### src/rtl/traffic_pkg.sv
// Shared types and light encodings for the four-way phase scheduler.
package traffic_pkg;

  typedef enum logic [1:0] {
    DIR_N = 2'd0,
    DIR_S = 2'd1,
    DIR_E = 2'd2,
    DIR_W = 2'd3
  } dir_e;

  typedef enum logic [1:0] {
    IDLE   = 2'd0,
    GREEN  = 2'd1,
    YELLOW = 2'd2,
    ALLRED = 2'd3
  } phase_e;

  localparam logic [2:0] LIGHT_GREEN  = 3'b001;
  localparam logic [2:0] LIGHT_YELLOW = 3'b010;
  localparam logic [2:0] LIGHT_RED    = 3'b100;

endpackage

### src/rtl/rr_arbiter4.sv
// Combinational round-robin pick: first requester strictly after 'last',
// wrapping N,S,E,W, with 'last' itself considered at lowest priority.
module rr_arbiter4
  import traffic_pkg::*;
(
  input  logic [3:0] req,
  input  dir_e       last,
  output dir_e       grant,
  output logic       valid
);

  logic [1:0] cand [4];
  logic [3:0] hit;

  for (genvar gi = 0; gi < 4; gi++) begin : g_cand
    assign cand[gi] = 2'(last) + 2'(gi + 1);
    assign hit[gi]  = req[cand[gi]];
  end

  // Walk from lowest to highest priority so the nearest hit wins.
  always_comb begin
    grant = last;
    valid = 1'b0;
    for (int k = 3; k >= 0; k--) begin
      if (hit[k]) begin
        grant = dir_e'(cand[k]);
        valid = 1'b1;
      end
    end
  end

endmodule

### src/rtl/traffic_phase_scheduler.sv
// Demand-actuated four-way signal scheduler: round-robin green allocation
// bounded by min/max green, followed by yellow and all-red clearance.
module traffic_phase_scheduler
  import traffic_pkg::*;
#(
  parameter int GREEN_MIN = 4,
  parameter int GREEN_MAX = 10,
  parameter int YELLOW_T  = 3,
  parameter int ALLRED_T  = 1,
  parameter int CNT_W     = 4
) (
  input  logic       clk,
  input  logic       reset,
  input  logic       tick,
  input  logic [3:0] req,
  output logic [2:0] north_dir,
  output logic [2:0] south_dir,
  output logic [2:0] east_dir,
  output logic [2:0] west_dir,
  output logic [1:0] grant_dir,
  output logic       phase_active
);

  if (GREEN_MIN < 1 || GREEN_MAX < GREEN_MIN || YELLOW_T < 1 || ALLRED_T < 1 ||
      (2 ** CNT_W) <= GREEN_MAX || (2 ** CNT_W) <= YELLOW_T ||
      (2 ** CNT_W) <= ALLRED_T) begin : g_param_check
    $fatal(1, "traffic_phase_scheduler: illegal timing parameters");
  end

  localparam logic [CNT_W:0]   GMIN_W = (CNT_W + 1)'(GREEN_MIN);
  localparam logic [CNT_W:0]   GMAX_W = (CNT_W + 1)'(GREEN_MAX);
  localparam logic [CNT_W:0]   YEL_W  = (CNT_W + 1)'(YELLOW_T);
  localparam logic [CNT_W:0]   AR_W   = (CNT_W + 1)'(ALLRED_T);
  localparam logic [CNT_W-1:0] GMAX_C = CNT_W'(GREEN_MAX);

  phase_e           phase_q, phase_d;
  logic [CNT_W-1:0] cnt_q, cnt_d;
  dir_e             grant_q, grant_d;
  dir_e             last_q, last_d;
  logic             active_q, active_d;
  logic [2:0]       light_q [4];
  logic [2:0]       light_d [4];

  logic [CNT_W:0]   elapsed;
  logic [3:0]       others;
  dir_e             arb_last, arb_grant;
  logic             arb_valid;

  assign elapsed = {1'b0, cnt_q} + 1'b1;
  assign others  = req & ~(4'b0001 << grant_q);

  // Leaving ALLRED the just-served direction becomes 'last' on the same edge,
  // so the arbiter must already see it as such.
  assign arb_last = (phase_q == ALLRED) ? grant_q : last_q;

  rr_arbiter4 u_arb (
    .req   (req),
    .last  (arb_last),
    .grant (arb_grant),
    .valid (arb_valid)
  );

  always_comb begin
    phase_d = phase_q;
    cnt_d   = cnt_q;
    grant_d = grant_q;
    last_d  = last_q;
    case (phase_q)
      IDLE: begin
        if (arb_valid) begin
          phase_d = GREEN;
          grant_d = arb_grant;
          cnt_d   = '0;
        end
      end
      GREEN: begin
        if (tick) begin
          if (others != 4'd0 &&
              ((!req[grant_q] && elapsed >= GMIN_W) || elapsed >= GMAX_W)) begin
            phase_d = YELLOW;
            cnt_d   = '0;
          end else if (elapsed >= GMAX_W) begin
            cnt_d = GMAX_C;
          end else begin
            cnt_d = elapsed[CNT_W-1:0];
          end
        end
      end
      YELLOW: begin
        if (tick) begin
          if (elapsed == YEL_W) begin
            phase_d = ALLRED;
            cnt_d   = '0;
          end else begin
            cnt_d = elapsed[CNT_W-1:0];
          end
        end
      end
      ALLRED: begin
        if (tick) begin
          if (elapsed == AR_W) begin
            last_d = grant_q;
            cnt_d  = '0;
            if (arb_valid) begin
              phase_d = GREEN;
              grant_d = arb_grant;
            end else begin
              phase_d = IDLE;
            end
          end else begin
            cnt_d = elapsed[CNT_W-1:0];
          end
        end
      end
      default: phase_d = IDLE;
    endcase
    active_d = (phase_d == GREEN) || (phase_d == YELLOW);
  end

  for (genvar gi = 0; gi < 4; gi++) begin : g_light
    assign light_d[gi] = (grant_d != dir_e'(gi)) ? LIGHT_RED    :
                         (phase_d == GREEN)      ? LIGHT_GREEN  :
                         (phase_d == YELLOW)     ? LIGHT_YELLOW : LIGHT_RED;
  end

  always_ff @(posedge clk) begin
    if (reset) begin
      phase_q  <= IDLE;
      cnt_q    <= '0;
      grant_q  <= DIR_N;
      last_q   <= DIR_W;
      active_q <= 1'b0;
      for (int i = 0; i < 4; i++) light_q[i] <= LIGHT_RED;
    end else begin
      phase_q  <= phase_d;
      cnt_q    <= cnt_d;
      grant_q  <= grant_d;
      last_q   <= last_d;
      active_q <= active_d;
      for (int i = 0; i < 4; i++) light_q[i] <= light_d[i];
    end
  end

  assign north_dir    = light_q[0];
  assign south_dir    = light_q[1];
  assign east_dir     = light_q[2];
  assign west_dir     = light_q[3];
  assign grant_dir    = grant_q;
  assign phase_active = active_q;

endmodule

### config.mk
export PLATFORM = sky130hd
export DESIGN_NAME = traffic_phase_scheduler
export DESIGN_NICKNAME = d
export VERILOG_FILES = /design/src/rtl/traffic_pkg.sv /design/src/rtl/rr_arbiter4.sv /design/src/rtl/traffic_phase_scheduler.sv
export SDC_FILE = /design/constraint.sdc
export NUM_CORES = 1
export LEC_CHECK = 0
export ABC_CLOCK_PERIOD_IN_PS = 7100
export CAP_MARGIN = 15
export CELL_PAD_IN_SITES_DETAIL_PLACEMENT = 0
export CELL_PAD_IN_SITES_GLOBAL_PLACEMENT = 1
export CORE_MARGIN = 3
export CORE_UTILIZATION = 43
export CTS_CLUSTER_DIAMETER = 30
export DETAILED_ROUTE_END_ITERATION = 7
export PLACE_DENSITY = 0.84
export SETUP_SLACK_MARGIN = 0.5
export SYNTH_ARGS = -nofsm -noshare
export SYNTH_HDL_FRONTEND = slang
export SYNTH_SLANG_ARGS = --single-unit
### constraint.sdc
create_clock -name clk -period 7.1 [get_ports clk]
set_input_delay 1.42 -clock clk [delete_from_list [all_inputs] [get_ports clk]]
set_output_delay 1.42 -clock clk [all_outputs]
set_load 0.03 [all_outputs]
[After elaboration in Yosys (flattened, before gate mapping)]
Memory sizes are Yosys's and may differ from the RTL's.
Index checks and enable logic that the tools add are counted.
Storage, ports and cells
  input bits: 7
  bits in registers: 11
  memories kept: 1
  logic and storage cells: 101
  memory bits (writable): 12
  output and inout bits: 15
Memories
  light_q: depth 4, bits a word 3, rd ports 4, clocked after memory_dff 0, write ports 4, RTL line traffic_phase_scheduler.sv:41  | logic [2:0] light_q [4];
Cells by class
  muxes and demuxes: 53
  reduce and logical (&&, ||, !) cells: 10
  bitwise gates (word level): 6
  shift operators: 1
  order comparisons: 7
  add/sub/neg operators: 4
  equal/unequal tests: 14
Operator list (count)
  two-way mux 4 bit: 8
  two-way mux 3 bit: 10
  two-way mux 2 bit: 14
  case mux 4 bit (4 select lines): 1
  < comparator 2 x 3 -> 1 bit (second input constant): 5
  two-way mux 1 bit: 13
  inequality test 2 bit (second input constant): 6
  binary-select mux 1 bit (select 2 bit): 5
  case mux 2 bit (4 select lines): 1
  equality test 2 bit (second input constant): 3
  adder 4 x 1 -> 5 bit (second input constant): 1
  equality test 5 x 1 -> 1 bit (second input constant): 1
  equality test 5 x 2 -> 1 bit (second input constant): 1
  greater-or-equal comparator 5 x 3 -> 1 bit (second input constant): 1
  greater-or-equal comparator 5 x 4 -> 1 bit (second input constant): 1
  adder 2 bit (second input constant): 2
  bitwise AND 4 bit: 1
  equality test 2 x 1 -> 1 bit (second input constant): 2
  NOT 4 bit: 1
  OR 1 bit: 4
  case mux 2 bit (2 select lines): 1
  AND reduction 4 bit: 1
  nonzero test 4 bit: 1
  left shift 1 x 2 -> 4 bit (first input constant): 1
  8 further kinds: 10

[Longest topological paths before layout]
Gate-level depths: netlist of the first run.
  depth after elaboration: 17
  depth in mapped cells: 10
  depth with buffers taken out: 10

[Hierarchy]
A second synthesis of the first run with hierarchy kept.
Second synthesis, totals
  cell total of the unflattened synthesis: 180
  area total of the unflattened synthesis: 1453.9 µm²
Modules (own cells, without submodules)
  traffic_phase_scheduler: cells an instance 166, area each 1371.3 µm², instances 1, sequential area each 460.4 µm²
  rr_arbiter4: cells an instance 14, area each 82.6 µm², instances 1, sequential area each 0.0 µm²

[Worst setup path after synthesis of the first run]
Ideal clock, no wire load.
  path type: input-to-reg
  start point: in req[1]
  end point: mem light_q[0][2]
  arrival time: 3.238 ns
  data required time: 6.973 ns
  slack: 3.735 ns
  setup time: 0.127 ns
  stages on the path: 8
  path buffers: 1
  cells stage by stage: buf_2 > mux4_2 > o31ai_1 > nand4_1 > o221a_2 > nor2_1 > ha_1 > or3_1
RTL lines
  start, declared: RTL line traffic_phase_scheduler.sv:15  | input logic [3:0] req,
  end, declared: RTL line traffic_phase_scheduler.sv:41

==> flow_summary_export.csv, run 1 <==
group,metric,value,unit
drt,postRouteAntennaNets,0,
placed_design,dp.cells,243,
cts,clk_latency,0.30,ns
global_route,grt_first_pass_wirelength,6.361,mm
global_route,grt_pass1_vias,1341,
pwr,cellPowerDensity,142.0,nW/µm²
synthesis,yosys_warnings,0,
pwr,ir_worst_vdd,0.1146,mV
cts,tritoncts,"done",
synthesis,syn-mean-instance-area,8.211,µm²
worst_setup_path,r2r_start,"cnt_q[0]$_SDFFE_PP0P_",
synthesis,syn_nets,199,
sta,grt_setup_unrepaired,"false",
final_layout,fin_nets,220,
synthesis,synth-edff-count,0,
placed_design,place.gp.congestion,0.8769,
worst_setup_path,reg2reg_slack,4.31,ns
job,drv_cap,0,
synthesis,synthFlopType,"dfxtp_1",
die,start_util,46.91,%
die,die_width,65.12,µm
synthesis,synthDistinctLibCells,47,
placed_design,dpl_cell_area,1743,µm²
sta,slew_headroom,60.13,%
sta,whs,0.5238,ns
worst_setup_path,required,7.29,ns
sta,slew_viol_final,0,
drt,vias,1412,
synthesis,synthCells,183,
placed_design,port_buffers,21,
placed_design,dp_hpwl,2.982,mm
final_layout,fin_cells,247,
worst_setup_path,path_class,"input pin to flop",
sta,tns,0,ns
die,row_count,20,
drt,drt_drc_violations_left,0,
drt,viasPerCell,5.717,
cts,cts.sinks,23,
final_layout,area_growth,17.82,%
pwr,fin_total_pwr,0.2514,mW
worst_hold_path,worstHoldStart,"last_q[1]$_SDFFE_PP1P_",
synthesis,synth_area,1503,µm²
die,core_area,3203,µm²
global_route,overflow,0,
sta,finalCritPeriodShare,52.28,%
run_status,status,"finished clean",
final_layout,drive_above_1_share,7.882,%
worst_setup_path,cp_max_fo,9,
cts,cts_setup_buffers,0,
worst_setup_path,end_kind,"flop",
cts,cts_buffers,3,
cts,cts_buffer_depth,2,
worst_hold_path,min_path_type,"flop to flop",
die,io_pins,22,
final_layout,n_fill_cell,311,
final_layout,finalInstanceArea,1770,µm²
worst_setup_path,critPathLaunch,"req[1]",
synthesis,ys_ff_latch,23,
synthesis,ys_async_sr_fraction,0,%
global_route,grt_max_degree,14,
global_route,grt_usage,18.92,%
worst_setup_path,crit_arrival,3.90,ns
global_route,antenna_found_initial,0,
cts,hold_buffers,0,
sta,setup_viol,0,
drt,drtIter0Drc,75,
cts,clock_tree.htree_level_count,1,
die,dieArea,4240,µm²
drt,drt_pass1_iterations,4,
pwr,power.leakage,0.6616,nW
worst_setup_path,start_kind,"input pin",
cts,cts_resized,0,
sta,fin_crit,3.712,ns
sta,max_freq,269.4,MHz
die,die_h,65.12,µm
cts,clkTransAtPathRegs,0.12,ns
drt,wl_per_cell,15.16,µm
sta,hold_violations,0,
synthesis,synth-seq-area-share,30.64,%
sta,worstMarginPinSlew,0.5903,ns
final_layout,antenna_cells,0,
sta,worst_clock_skew,0.007336,ns
cts,root_buffer,"clkbuf_4",
drt,routed_wl,3.745,mm
-- placed cells by master, fill, tap and decap left out, types with 3 or more instances in the layout --
cell and instances:
a21oi_1 11, and2_1 6, nand3_1 10, nand2b_1 3, nand2_1 13, o31ai_1 5
a31oi_1 5, nor2_1 12, o21ai_0 5, nor2b_1 4, nor4_1 3, dfxtp_1 23
clkdlybuf4s50_1 21, and3_1 6, nor3_1 5, clkbuf_4 3, inv_1 16, o21a_1 5
or3_1 3, ha_1 9
-- layer usage --
layer / global-route usage [%] / vias to the layer above / routed length [µm]
met5: 0 / - / 0
met4: 2.850 / 0 / 24
met3: 4.103 / 2 / 159
met2: 30.65 / 39 / 1756
met1: 26.41 / 665 / 1805
li1: - / 706 / -
-- cell usage after synthesis, types with 6 or more instances --
library cell,n,area share (%)
dfxtp_1,23,31
inv_1,16,4.0
and3_1,6,2.5
ha_1,9,7.5
nand2_1,13,3.2
and2_1,6,2.5
nor2_1,12,3.0
nand3_1,10,3.3
a21oi_1,11,3.7
-- power breakdown --
group          internal, mW  total (mW)  leakage [nW]  switching, mW
Clock                0.0210      0.0585        0.0177         0.0375
Combinational        0.0235      0.0561         0.457         0.0327
Sequential            0.133       0.137         0.187        0.00347
Total                 0.178       0.251         0.662         0.0737
-- final timing paths --
kind	endpoint	cells past startpoint
min	last_q[1]$_SDFFE_PP1P_	1
min reg2reg	last_q[1]$_SDFFE_PP1P_	1
max	light_q[2][2]$_SDFF_PP1_	8
max reg2reg	light_q[2][2]$_SDFF_PP1_	8
-- area by class of cell --
cell class / instances / area [µm²] / share of cell area (%)
clock buffer: 3 / 22.52 / 1.272
clock inverter: 1 / 5.005 / 0.2827
inverter: 16 / 60.06 / 3.392
multi-input combinational: 139 / 957.2 / 54.06
sequential: 23 / 460.4 / 26.01
tap: 44 / 55.05 / 3.110
timing repair buffer: 21 / 210.2 / 11.87
-- stage by stage --
step	worst slack (ns)	utilization [%]
floorplan	3.735	-
global placement	3.172	54.41
detailed placement	3.079	54.41
CTS	3.416	55.27
global route	3.298	55.27
finish	3.388	55.27
-- kinds of logic (layout without fill, tap and decap cells) --
logic type	after synthesis	in the layout	synth area share, %
AND/OR/NAND/NOR	77	77	28.39
AO/OA/AOI/OAI	49	49	23.90
flip-flops	23	23	30.64
buffers and inverters	21	41	5.663
adder cells (fa/ha/maj)	9	9	7.494
multiplexers	4	4	3.913
-- state kept, by name, summed over array words and instances, names as in the netlist --
name	cells
cnt_q	4
grant_dir	2
last_q	2
light_q	12
phase_active	1
phase_q	2
-- worst max-delay path, stage by stage --
cell and delay (ns):
clkdlybuf4s50_1 0.57, nor4_4 0.45, and2_1 0.23, nor4_1 0.07, o21a_1 0.18, a2bb2oi_1 0.27
ha_1 0.33, or3_1 0.39
Power figures use the tool's default switching activity.
==> run 2: changes to the inputs <==
--- a/config.mk
+++ b/config.mk
@@ -5,15 +5,15 @@
 export SDC_FILE = /design/constraint.sdc
 export NUM_CORES = 1
 export LEC_CHECK = 0
-export ABC_CLOCK_PERIOD_IN_PS = 7100
+export ABC_CLOCK_PERIOD_IN_PS = 3800
 export CAP_MARGIN = 15
 export CELL_PAD_IN_SITES_DETAIL_PLACEMENT = 0
 export CELL_PAD_IN_SITES_GLOBAL_PLACEMENT = 1
 export CORE_MARGIN = 3
-export CORE_UTILIZATION = 43
+export CORE_UTILIZATION = 40
 export CTS_CLUSTER_DIAMETER = 30
 export DETAILED_ROUTE_END_ITERATION = 7
-export PLACE_DENSITY = 0.84
+export PLACE_DENSITY = 0.79
 export SETUP_SLACK_MARGIN = 0.5
 export SYNTH_ARGS = -nofsm -noshare
 export SYNTH_HDL_FRONTEND = slang
==> constraint.sdc (replaced) <==
create_clock -name clk -period 3.8 [get_ports clk]
set_input_delay 0.76 -clock clk [delete_from_list [all_inputs] [get_ports clk]]
set_output_delay 0.76 -clock clk [all_outputs]
set_load 0.03 [all_outputs]
==> flow_summary_export.csv, run 2 (synthesized netlist as in run 1, its figures left out) <==
group,metric,value,unit
sta,slew_headroom,61.79,%
drt,routed_wl,3.651,mm
sta,fin_crit,3.113,ns
cts,cts_buffer_depth,2,
global_route,overflow,0,
global_route,grt_first_pass_wirelength,5.989,mm
cts,root_buffer,"clkbuf_8",
final_layout,area_growth,19.15,%
cts,cts_resized,0,
cts,clk_latency,0.26,ns
global_route,grt_max_degree,13,
placed_design,dp.cells,245,
final_layout,n_fill_cell,360,
die,io_pins,22,
worst_setup_path,cp_max_fo,9,
pwr,ir_worst_vdd,0.2224,mV
cts,cts_setup_buffers,0,
final_layout,antenna_cells,0,
drt,wl_per_cell,14.66,µm
global_route,antenna_found_initial,0,
drt,drt_pass1_iterations,6,
final_layout,final_common_cell,"dfxtp_1",
global_route,grt_usage,17.23,%
drt,viasPerCell,5.719,
cts,clock_tree.htree_level_count,1,
pwr,cellPowerDensity,283.4,nW/µm²
sta,tns,0,ns
die,row_count,21,
worst_setup_path,start_kind,"input pin",
die,die_h,67.29,µm
final_layout,utilization,51.62,%
drt,vias,1424,
final_layout,drive_above_1_share,7.389,%
worst_setup_path,crit_arrival,3.26,ns
cts,tritoncts,"done",
final_layout,fin_cells,249,
placed_design,place.gp.congestion,0.8733,
sta,worstMarginPinSlew,0.5657,ns
placed_design,dpl_cell_area,1745,µm²
die,start_util,43.33,%
die,die_width,67.29,µm
die,core_area,3468,µm²
placed_design,dp_hpwl,2.890,mm
sta,worst_clock_skew,0.003751,ns
drt,drt_drc_violations_left,0,
global_route,grt_pass1_vias,1341,
sta,slew_viol_final,0,
final_layout,largest_reg_flops,12,
worst_setup_path,end_kind,"flop",
sta,finalCritPeriodShare,81.92,%
final_layout,mostFrequentLayoutCells,"dfxtp_1, clkdlybuf4s50_1, inv_1, nand2_1, nor2_1",
drt,postRouteAntennaNets,0,
final_layout,fin_nets,220,
sta,grt_setup_unrepaired,"false",
die,dieArea,4528,µm²
worst_setup_path,required,3.94,ns
cts,clkTransAtPathRegs,0.07,ns
final_layout,multi_input_area,957.2,µm²
final_layout,largest-register,"light_q",
final_layout,final-seq-area,460.4,µm²
cts,cts.sinks,23,
placed_design,port_buffers,21,
final_layout,finalInstanceArea,1790,µm²
sta,max_freq,321.2,MHz
cts,cts_buffers,3,
cts,hold_buffers,0,
drt,drtIter0Drc,72,
worst_setup_path,path_class,"input pin to flop",
run_status,status,"finished clean",
pwr,fin_total_pwr,0.5075,mW
job,drv_cap,0,
sta,hold_violations,0,
worst_hold_path,min_path_type,"flop to flop",
sta,setup_viol,0,
final_layout,largestRegisters,"light_q x12, cnt_q x4",
pwr,power.leakage,0.6666,nW
run 2: report_power, final:
group / switching (mW) / leakage (nW) / internal [mW] / total, mW
sequential: 0.00652 / 0.187 / 0.249 / 0.255
combinational: 0.0608 / 0.457 / 0.0439 / 0.105
clock: 0.0728 / 0.0228 / 0.0747 / 0.148
total: 0.140 / 0.667 / 0.367 / 0.507
run 2: area by class of cell:
class / count / area share (%)
tap: 46 / 3.215
multi-input combinational: 139 / 53.46
sequential: 23 / 25.72
inverter: 16 / 3.354
clock buffer: 4 / 2.516
timing repair buffer: 21 / 11.74
run 2: worst paths after layout:
kind | slack [ns] | cells after the start | end | from
max | 0.69 | 8 | light_q[2][2]$_SDFF_PP1_ | req[1]
min | 0.50 | 1 | last_q[1]$_SDFFE_PP1P_ | last_q[1]$_SDFFE_PP1P_
max reg2reg | 1.02 | 8 | light_q[2][2]$_SDFF_PP1_ | cnt_q[0]$_SDFFE_PP0P_
min reg2reg | 0.50 | 1 | last_q[1]$_SDFFE_PP1P_ | last_q[1]$_SDFFE_PP1P_
run 2: routing by layer:
layer | vias up | GRT usage (%) | wire (µm)
met5 | - | 0 | 0
met4 | 0 | 4.557 | 22
met3 | 4 | 4.825 | 174
met2 | 43 | 28.22 | 1672
met1 | 667 | 22.17 | 1782
li1 | 710 | - | -
run 2: critical path, stage by stage:
cell             delay (ns)
clkdlybuf4s50_1        0.59
mux4_2                 0.55
o31ai_1                0.11
nand4_1                0.19
o221a_2                0.30
nor2_1                 0.10
ha_1                   0.28
or3_1                  0.39
run 2: stage by stage:
stage          hold slack (ns)  setup slack, ns
2_1_floorplan           0.4489            1.095
3_3_place_gp            0.4683           0.5251
3_5_place_dp            0.4873           0.4339
4_1_cts                 0.5059           0.7045
5_1_grt                 0.5333           0.5631
6_report                0.5000           0.6871
==> run 3: changes to the inputs <==
--- a/config.mk
+++ b/config.mk
@@ -5,7 +5,7 @@
 export SDC_FILE = /design/constraint.sdc
 export NUM_CORES = 1
 export LEC_CHECK = 0
-export ABC_CLOCK_PERIOD_IN_PS = 3800
+export ABC_CLOCK_PERIOD_IN_PS = 2900
 export CAP_MARGIN = 15
 export CELL_PAD_IN_SITES_DETAIL_PLACEMENT = 0
 export CELL_PAD_IN_SITES_GLOBAL_PLACEMENT = 1
==> constraint.sdc (replaced) <==
create_clock -name clk -period 2.9 [get_ports clk]
set_input_delay 0.58 -clock clk [delete_from_list [all_inputs] [get_ports clk]]
set_output_delay 0.58 -clock clk [all_outputs]
set_load 0.03 [all_outputs]
==> flow_summary_export.csv, run 3 (synthesized netlist as in run 1, its figures left out) <==
group,metric,value,unit
worst_hold_path,min_path_type,"flop to flop",
worst_setup_path,crit_chain,"ha_1 > mux2i_2 > a21oi_1 > or2_0 > and3_1 > o41a_1 > or3_1",
drt,viasPerCell,5.545,
worst_setup_path,rr_endpoint,"light_q[3][2]$_SDFF_PP1_",
worst_setup_path,slowest_stage,"dfxtp_1",
cts,hold_buffers,0,
final_layout,largest_reg_flops,12,
cts,clk_latency,0.26,ns
final_layout,area_growth,42.71,%
sta,tns,0,ns
global_route,overflow,0,
drt,wl_per_cell,15.16,µm
cts,cts.sinks,23,
sta,slew_viol_final,0,
pwr,fin_total_pwr,0.7054,mW
die,row_count,21,
worst_setup_path,cp_max_fo,4,
die,core_area,3468,µm²
drt,vias,1536,
drt,drtIter0Drc,64,
cts,cts_buffers,3,
global_route,grt_first_pass_wirelength,6.368,mm
global_route,grt_max_degree,13,
cts,cts_buffer_depth,2,
die,io_pins,22,
drt,drt_pass1_iterations,4,
worst_setup_path,crit_arrival,2.60,ns
cts,clock_tree.htree_level_count,1,
final_layout,multi_input_area,1082,µm²
sta,grt_setup_unrepaired,"true",
pwr,ir_worst_vdd,0.3277,mV
global_route,antenna_found_initial,0,
sta,max_freq,407.3,MHz
cts,clkTransAtPathRegs,0.08,ns
final_layout,final_common_cell,"buf_4",
final_layout,largestRegisters,"light_q x12, cnt_q x4",
sta,setup_viol,0,
global_route,grt_pass1_vias,1401,
job,drv_cap,0,
cts,root_buffer,"clkbuf_8",
worst_setup_path,r2r_start,"phase_q[1]$_SDFF_PP0_",
run_status,status,"finished clean",
sta,slew_headroom,70.62,%
die,die_width,67.29,µm
worst_setup_path,max_stage_delay,0.41,ns
placed_design,dp_hpwl,3.095,mm
placed_design,port_buffers,21,
placed_design,place.gp.congestion,0.8970,
die,die_h,67.29,µm
final_layout,utilization,61.83,%
worst_hold_path,worstHoldPathCells,1,
worst_setup_path,end_kind,"flop",
final_layout,drive_above_1_share,29.00,%
cts,tritoncts,"done",
final_layout,final-seq-area,473.0,µm²
sta,fin_crit,2.455,ns
final_layout,antenna_cells,0,
final_layout,fin_nets,248,
pwr,power.leakage,0.8376,nW
worst_hold_path,whs_endpoint,"last_q[1]$_SDFFE_PP1P_",
worst_hold_path,worstHoldStart,"last_q[1]$_SDFFE_PP1P_",
worst_setup_path,required,3.05,ns
global_route,grt_usage,18.08,%
final_layout,n_fill_cell,332,
worst_setup_path,reg2reg_slack,0.44,ns
final_layout,finalInstanceArea,2145,µm²
final_layout,largest-register,"light_q",
sta,finalCritPeriodShare,84.67,%
drt,drt_drc_violations_left,0,
sta,worst_clock_skew,0.001920,ns
placed_design,dpl_cell_area,1879,µm²
final_layout,mostFrequentLayoutCells,"buf_4, dfxtp_1, clkdlybuf4s50_1, inv_1, nand2_1",
worst_setup_path,start_kind,"flop",
sta,whs,0.4943,ns
die,dieArea,4528,µm²
sta,worstMarginPinSlew,0.4393,ns
pwr,cellPowerDensity,328.9,nW/µm²
worst_setup_path,path_class,"flop to flop",
die,start_util,43.33,%
drt,postRouteAntennaNets,0,
drt,routed_wl,4.198,mm
worst_setup_path,reg2regPathDepth,7,
worst_setup_path,path_buf_inv,0,
worst_setup_path,crit_family,"simple AND/OR/NAND/NOR gates",
sta,hold_violations,0,
## run 3: cell types whose count changed in the layout (fill, tap and decap cells not counted), sizes merged
cell | before | now
clkdlybuf4s15 | 0 | 3
buf | 0 | 29
clkdlybuf4s50 | 21 | 17
## run 3: per-layer routing
layer | global-route usage [%] | wire length, µm
met4 | 3.291 | 15
met3 | 3.993 | 198
met2 | 31.29 | 2089
met5 | 0 | 0
met1 | 23.15 | 1895
## run 3: layout make-up
type,instances,area share [%]
Tap cell,46,2.684
Inverter,16,3.034
Multi-Input combinational cell,139,50.47
Sequential cell,23,22.05
Clock buffer,4,2.100
Timing Repair Buffer,49,19.66
## run 3: report_power, final
group          total (mW)  leakage [nW]  switching, mW  internal (mW)
logic               0.178         0.624         0.0943         0.0833
registers           0.334         0.190        0.00927          0.325
clock network       0.193        0.0228         0.0955         0.0978
total               0.705         0.838          0.199          0.506
## run 3: how the worst max path moves through the flow
stage,startpoint,to,depth (start not counted)
after floorplan,req[1],light_q[3][2]$_SDFF_PP1_,8
after global placement,req[3],light_q[3][2]$_SDFF_PP1_,8
after detailed placement,req[3],light_q[3][2]$_SDFF_PP1_,9
after CTS,cnt_q[0]$_SDFFE_PP0P_,light_q[3][2]$_SDFF_PP1_,9
after global routing,phase_q[0]$_SDFF_PP0_,light_q[2][2]$_SDFF_PP1_,7
final,phase_q[1]$_SDFF_PP0_,light_q[3][2]$_SDFF_PP1_,7
## run 3: what timing repair did
action,in CTS,in global routing
setup buffers,1,10
pin swaps,5,9
setup endpoints to repair,13,10
gates resized for setup,27,14
## run 3: metrics by stage
stage | std cells | worst slack [ns]
after floorplan | 183 | 0.4766
after global placement | 262 | -0.09919
after detailed placement | 262 | -0.1583
after CTS | 267 | 0.4800
after global routing | 277 | 0.3818
final | 277 | 0.4446
